$ cat src/rtl/cpu_types_pkg.sv
// Datapath-wide scalar types shared across the CPU and its memory-side blocks.
package cpu_types_pkg;

    typedef logic [31:0] word_t;

endpackage : cpu_types_pkg

$ cat src/rtl/dmem_responder_pkg.sv
// Shared types and constants for the fixed-latency data-memory responder.
package dmem_responder_pkg;

    typedef cpu_types_pkg::word_t word_t;

    localparam int LAT_W = 4;

    typedef logic [LAT_W-1:0] wcnt_t;

    typedef enum logic [1:0] {
        IDLE,
        WAIT,
        HIT
    } dmem_state_t;

endpackage : dmem_responder_pkg

$ cat src/rtl/dmem_word_array.sv
// DEPTH x 32 local store: one write port, one registered read port, async clear to zero.
module dmem_word_array
    import dmem_responder_pkg::*;
#(
    parameter int DEPTH = 64,
    parameter int IDX_W = $clog2(DEPTH)
) (
    input  logic             clk,
    input  logic             rst_n,
    input  logic             we,
    input  logic [IDX_W-1:0] waddr,
    input  logic [31:0]      wdata,
    input  logic             re,
    input  logic [IDX_W-1:0] raddr,
    output logic [31:0]      rdata
);

    word_t mem [DEPTH];

    // NOTE: the store is cleared on reset, so it maps to flops rather than an SRAM macro; fine at this depth.
    always_ff @(posedge clk or negedge rst_n) begin
        if (!rst_n) begin
            for (int i = 0; i < DEPTH; i++) begin
                mem[i] <= '0;
            end
        end else if (we) begin
            // NOTE: non-blocking so every reader on this edge sees the pre-edge contents.
            mem[waddr] <= wdata;
        end
    end

    always_ff @(posedge clk or negedge rst_n) begin
        if (!rst_n) begin
            rdata <= '0;
        end else if (re) begin
            rdata <= mem[raddr];
        end
    end

endmodule : dmem_word_array

$ cat src/rtl/dmem_responder.sv
// Fixed-latency data-memory responder: LAT wait states, then a one-cycle dhit.
// Define DMEM_STATS_EN to add the rd_count/wr_count completion counters.
module dmem_responder
    import dmem_responder_pkg::*;
#(
    parameter int LAT   = 2,
    parameter int DEPTH = 64
) (
    input  logic        CLK,
    input  logic        nRST,
    input  logic        dmemREN,
    input  logic        dmemWEN,
    input  logic [31:0] dmemaddr,
    input  logic [31:0] dmemstore,
    output logic        dhit,
`ifdef DMEM_STATS_EN
    output logic [31:0] rd_count,
    output logic [31:0] wr_count,
`endif
    output logic [31:0] dmemload
);

    localparam int    IDX_W     = $clog2(DEPTH);
    localparam wcnt_t WCNT_INIT = (LAT > 0) ? LAT_W'(LAT - 1) : '0;

    dmem_state_t      state, state_next;
    wcnt_t            wcnt, wcnt_next;
    logic             req;
    logic             commit;
    logic             commit_wr;
    logic             commit_rd;
    logic [IDX_W-1:0] idx;
    logic             unused_addr_bits;

    // Op and index are taken from the live inputs on the commit edge, so nothing
    // sampled at acceptance needs to be kept.
    assign req              = dmemREN | dmemWEN;
    assign idx              = dmemaddr[IDX_W+1:2];
    assign unused_addr_bits = ^{dmemaddr[31:IDX_W+2], dmemaddr[1:0]};

    always_ff @(posedge CLK or negedge nRST) begin
        if (!nRST) begin
            state <= IDLE;
            wcnt  <= '0;
        end else begin
            state <= state_next;
            wcnt  <= wcnt_next;
        end
    end

    always_comb begin
        // NOTE: defaults first so every path assigns every output and no latch is inferred.
        state_next = state;
        wcnt_next  = wcnt;
        commit     = 1'b0;
        unique case (state)
            IDLE: begin
                if (req) begin
                    if (LAT == 0) begin
                        state_next = HIT;
                        commit     = 1'b1;
                    end else begin
                        state_next = WAIT;
                        wcnt_next  = WCNT_INIT;
                    end
                end
            end
            WAIT: begin
                if (!req) begin
                    state_next = IDLE;
                end else if (wcnt == '0) begin
                    state_next = HIT;
                    commit     = 1'b1;
                end else begin
                    wcnt_next = wcnt - LAT_W'(1);
                end
            end
            HIT: begin
                state_next = IDLE;
            end
            default: begin
                state_next = IDLE;
            end
        endcase
    end

    // A commit implies a live request; write wins when both lines are high.
    assign commit_wr = commit & dmemWEN;
    assign commit_rd = commit & ~dmemWEN;
    assign dhit      = (state == HIT);

    dmem_word_array #(
        .DEPTH (DEPTH),
        .IDX_W (IDX_W)
    ) u_word_array (
        .clk   (CLK),
        .rst_n (nRST),
        .we    (commit_wr),
        .waddr (idx),
        .wdata (dmemstore),
        .re    (commit_rd),
        .raddr (idx),
        .rdata (dmemload)
    );

`ifdef DMEM_STATS_EN
    always_ff @(posedge CLK or negedge nRST) begin
        if (!nRST) begin
            rd_count <= '0;
            wr_count <= '0;
        end else begin
            if (commit_rd) rd_count <= rd_count + 32'd1;
            if (commit_wr) wr_count <= wr_count + 32'd1;
        end
    end
`endif

endmodule : dmem_responder
$ cat config.mk
export PLATFORM = sky130hd
export DESIGN_NAME = dmem_responder
export DESIGN_NICKNAME = d
export VERILOG_FILES = /design/src/rtl/cpu_types_pkg.sv /design/src/rtl/dmem_responder_pkg.sv /design/src/rtl/dmem_word_array.sv /design/src/rtl/dmem_responder.sv
export SDC_FILE = /design/constraint.sdc
export NUM_CORES = 2
export LEC_CHECK = 0
export ABC_AREA = 1
export BUFFER_PORTS_ARGS = -buffer_cell sky130_fd_sc_hd__buf_4
export CORE_MARGIN = 2
export CORE_UTILIZATION = 62
export DETAILED_ROUTE_END_ITERATION = 8
export GPL_ROUTABILITY_DRIVEN = 0
export PLACE_DENSITY = 0.78
export SETUP_SLACK_MARGIN = 0.02
export SLEW_MARGIN = 40
export SYNTH_ARGS = -nofsm -noshare
export SYNTH_HDL_FRONTEND = slang
export SYNTH_HIERARCHICAL = 1
export SYNTH_SLANG_ARGS = --single-unit
$ cat constraint.sdc
create_clock -name CLK -period 3.5 [get_ports CLK]
set_input_delay 0.7 -clock CLK [delete_from_list [all_inputs] [get_ports CLK]]
set_output_delay 0.7 -clock CLK [all_outputs]
set_load 0.1 [all_outputs]
==> impl_metrics.env <==
export IMPL_grt_pass1_vias=80037
export IMPL_synth_most_common_cell="nand2_1"
export IMPL_ant_nets=0
export IMPL_clock_sinks=2086
export IMPL_cts_root_buf="clkbuf_16"
export IMPL_numPortBuffers=74
export IMPL_ys_warn_count=6
export IMPL_cts_tree="built"
export IMPL_num_vias=83565
export IMPL_period_needed_ns=3.44
export IMPL_grt_ovfl_total=0
export IMPL_dieHeight_um=392
export IMPL_wl_per_cell_um=22.0
export IMPL_ys_seq_area_frac=0.560
export IMPL_num_rows=142
export IMPL_grtUsageTotal=0.385
export IMPL_synthTopCellsByArea="dfrtp_1 56%, nand2_1 17%, o21ai_0 11%"
export IMPL_async_flop_share=1.00
export IMPL_comb_power_share=0.130
export IMPL_synth_top_area_share=0.560
export IMPL_slew_violations=0
export IMPL_cts_htree_levels=4
export IMPL_timing_hold_ws_ns=0.274
export IMPL_syn_cell_area_um2=93300
export IMPL_dpl_hpwl_um=166000
export IMPL_ys_ff_latch=2086
export IMPL_rsz0062_at_grt="yes"
export IMPL_antenna_found_initial=9
export IMPL_synth_top_cells_by_count="4173 x nand2_1, 2086 x dfrtp_1, 2050 x o21ai_0"
export IMPL_clk_latency_ns=0.86
export IMPL_nets=11201
export IMPL_cts_setup_buffers=0
export IMPL_die_w_um=392
export IMPL_cts_inserted_buffers=206
export IMPL_synth_top_cell_by_area="dfrtp_1"
export IMPL_grt_pass1_wl_um=459000
export IMPL_tightest_slew_ns=0.906
export IMPL_worst_setup_path_start_kind="flip-flop"
export IMPL_power_leakage_nw=46.4
export IMPL_required_ns=4.18
export IMPL_nFillCells=11526
export IMPL_p_per_area_nw_per_um2=553
export IMPL_power_switching_mw=15.9
export IMPL_drt_first_pass_iters=6
export IMPL_max_cap_violations=0
export IMPL_setup_tns_ns=0
export IMPL_finalSetupViolCount=0
export IMPL_finalPower_mw=57.3
export IMPL_seq_power_share=0.473
export IMPL_layout_setup_ws_ns=0.0643
export IMPL_worst_ep_arrival_time_ns=4.11
export IMPL_routed_via_density=6.28
export IMPL_multiInputGateArea_um2=36700
export IMPL_finalCritPeriodShare=0.982
export IMPL_outcome="finished, final reports clean"
export IMPL_power_internal_mw=41.4
export IMPL_drc=0
export IMPL_drive_gt1_frac=0.0775
export IMPL_cp_max_fo=18
export IMPL_ys_flop_type="dfrtp_1"
export IMPL_synth_net_count=11582
export IMPL_io_pins=101
export IMPL_p_clk_frac=0.397
export IMPL_skew_ns=0.0302
export IMPL_clk_pin_slew_ns=0.06
export IMPL_grt_max_degree=113
export IMPL_area_sequential_um2=52200
export IMPL_clockBufferDepth=3
export IMPL_hold_viol_final=0
export IMPL_dp_slack_ns=0.225
export IMPL_path_class="flip-flop to flip-flop"
export IMPL_drt_first_iter_violations=10427
export IMPL_finalWirelength_um=293000
export IMPL_ys_types=22
export IMPL_max_freq_mhz=291
export IMPL_initial_core_util=0.624
export IMPL_vdd_drop_max_mv=0.578
export IMPL_syn_to_final_growth_pct=11.1
export IMPL_finalNonFillerCells=13310
export IMPL_p_sw_frac=0.277
export IMPL_postSynthAreaPerCell_um2=8.10
export IMPL_core_um2=150000
export IMPL_place_inst=12937
export IMPL_maxSlewHeadroom=0.396
export IMPL_netlist_instances=11512
export IMPL_fp_dieArea_um2=154000
export IMPL_cp_end_kind="flip-flop"
export IMPL_synth_edff_count=0
export IMPL_hp_class="primary input to flip-flop"
-- state kept, by name, summed over array words and instances (netlist names) --
register and flops:
u_word_array/mem 2048, state 2, u_word_array/rdata 32, wcnt 4
-- layer usage --
layer  vias up  wire, µm  GRT usage
met5         -       146    0.00638
met4         4     13800      0.174
met3       928     37100     0.0955
met2      5203    131000      0.587
met1     40237    111000      0.525
li1      37193         -          -
-- cell usage in the layout (no fill, tap or decap), drive strengths merged --
| cell type | instances |
|---|---|
| nor3 | 8 |
| or2 | 1 |
| diode | 6 |
| nor3b | 1 |
| ha | 2 |
| dfrtp | 2086 |
| clkinvlp | 3 |
| clkbuf | 308 |
| buf | 441 |
| nor2 | 17 |
| nand2 | 4238 |
| xor2 | 1 |
| dlygate4sd3 | 1 |
| o21ai | 2052 |
| clkinv | 33 |
| inv | 58 |
| bufinv | 18 |
| nand3 | 2020 |
-- cell type report --
type                       instances  share of cell area
clock inverter                    57             0.00828
antenna                            6            0.000145
clock buffer                     308              0.0586
inverter                          55             0.00255
tap                             2016              0.0243
sequential                      2086               0.503
timing repair buffer             442              0.0484
multi-input combinational       8340               0.354
-- path summary, 6_finish.rpt --
kind / from / to / slack [ns] / cells past startpoint
max: wcnt[0] / u_word_array/mem[1480] / 0.06 / 12
min: dmemstore[8] / u_word_array/mem[296] / 0.27 / 3
max reg2reg: wcnt[0] / u_word_array/mem[1480] / 0.06 / 12
min reg2reg: u_word_array/mem[941] / u_word_array/mem[941] / 0.48 / 2
max in group asynchronous: nRST / u_word_array/mem[244] / 1.57 / 5
min in group asynchronous: nRST / u_word_array/mem[72] / 0.40 / 2
-- critical path, stage by stage (launching register included) --
cell	delay [ns]
dfrtp_1	0.37
inv_1	0.14
ha_1	0.18
nor3b_1	0.21
nand3_1	0.19
nor2_1	0.44
nand2_1	0.31
nor2_2	0.34
buf_4	0.25
nand2_2	0.25
buf_4	0.33
nand2_1	0.09
o21ai_0	0.12
-- power groups by stage --
stage	Combinational (mW)	Clock [mW]	Sequential [mW]
finish	7.46	22.7	27.1
CTS	7.36	22.9	27.1
floorplan	3.68	0	28.4
global route	8.17	23.9	27.3
detailed placement	7.30	0	27.5
global placement	7.07	0	27.4
-- logic make-up (layout without fill, tap and decap cells) --
kind of cell / count (synthesis) / after routing / share of synthesized area
fa+ha+maj: 2 / 2 / 0.000268
buf+inv: 1086 / 862 / 0.0470
simple gates: 6285 / 6285 / 0.283
other cells: 0 / 6 / 0
flops: 2086 / 2086 / 0.560
compound gates: 2052 / 2052 / 0.110
xor+xnor: 1 / 1 / 0.0000939
-- metrics by stage --
step / utilization / instance area [µm²]
after floorplan: - / 93300
after global placement: 0.646 / 96600
after detailed placement: 0.646 / 96700
after CTS: 0.693 / 104000
after global routing: 0.693 / 104000
final: 0.693 / 104000
-- what timing repair did --
action / in CTS / in global routing
setup endpoints to repair: 0 / 131
hold buffers: 1 / 0
gates resized for setup: 0 / 3
endpoints found under the hold margin: 56 / 0
Note: power is estimated with default switching activity, not from simulation.
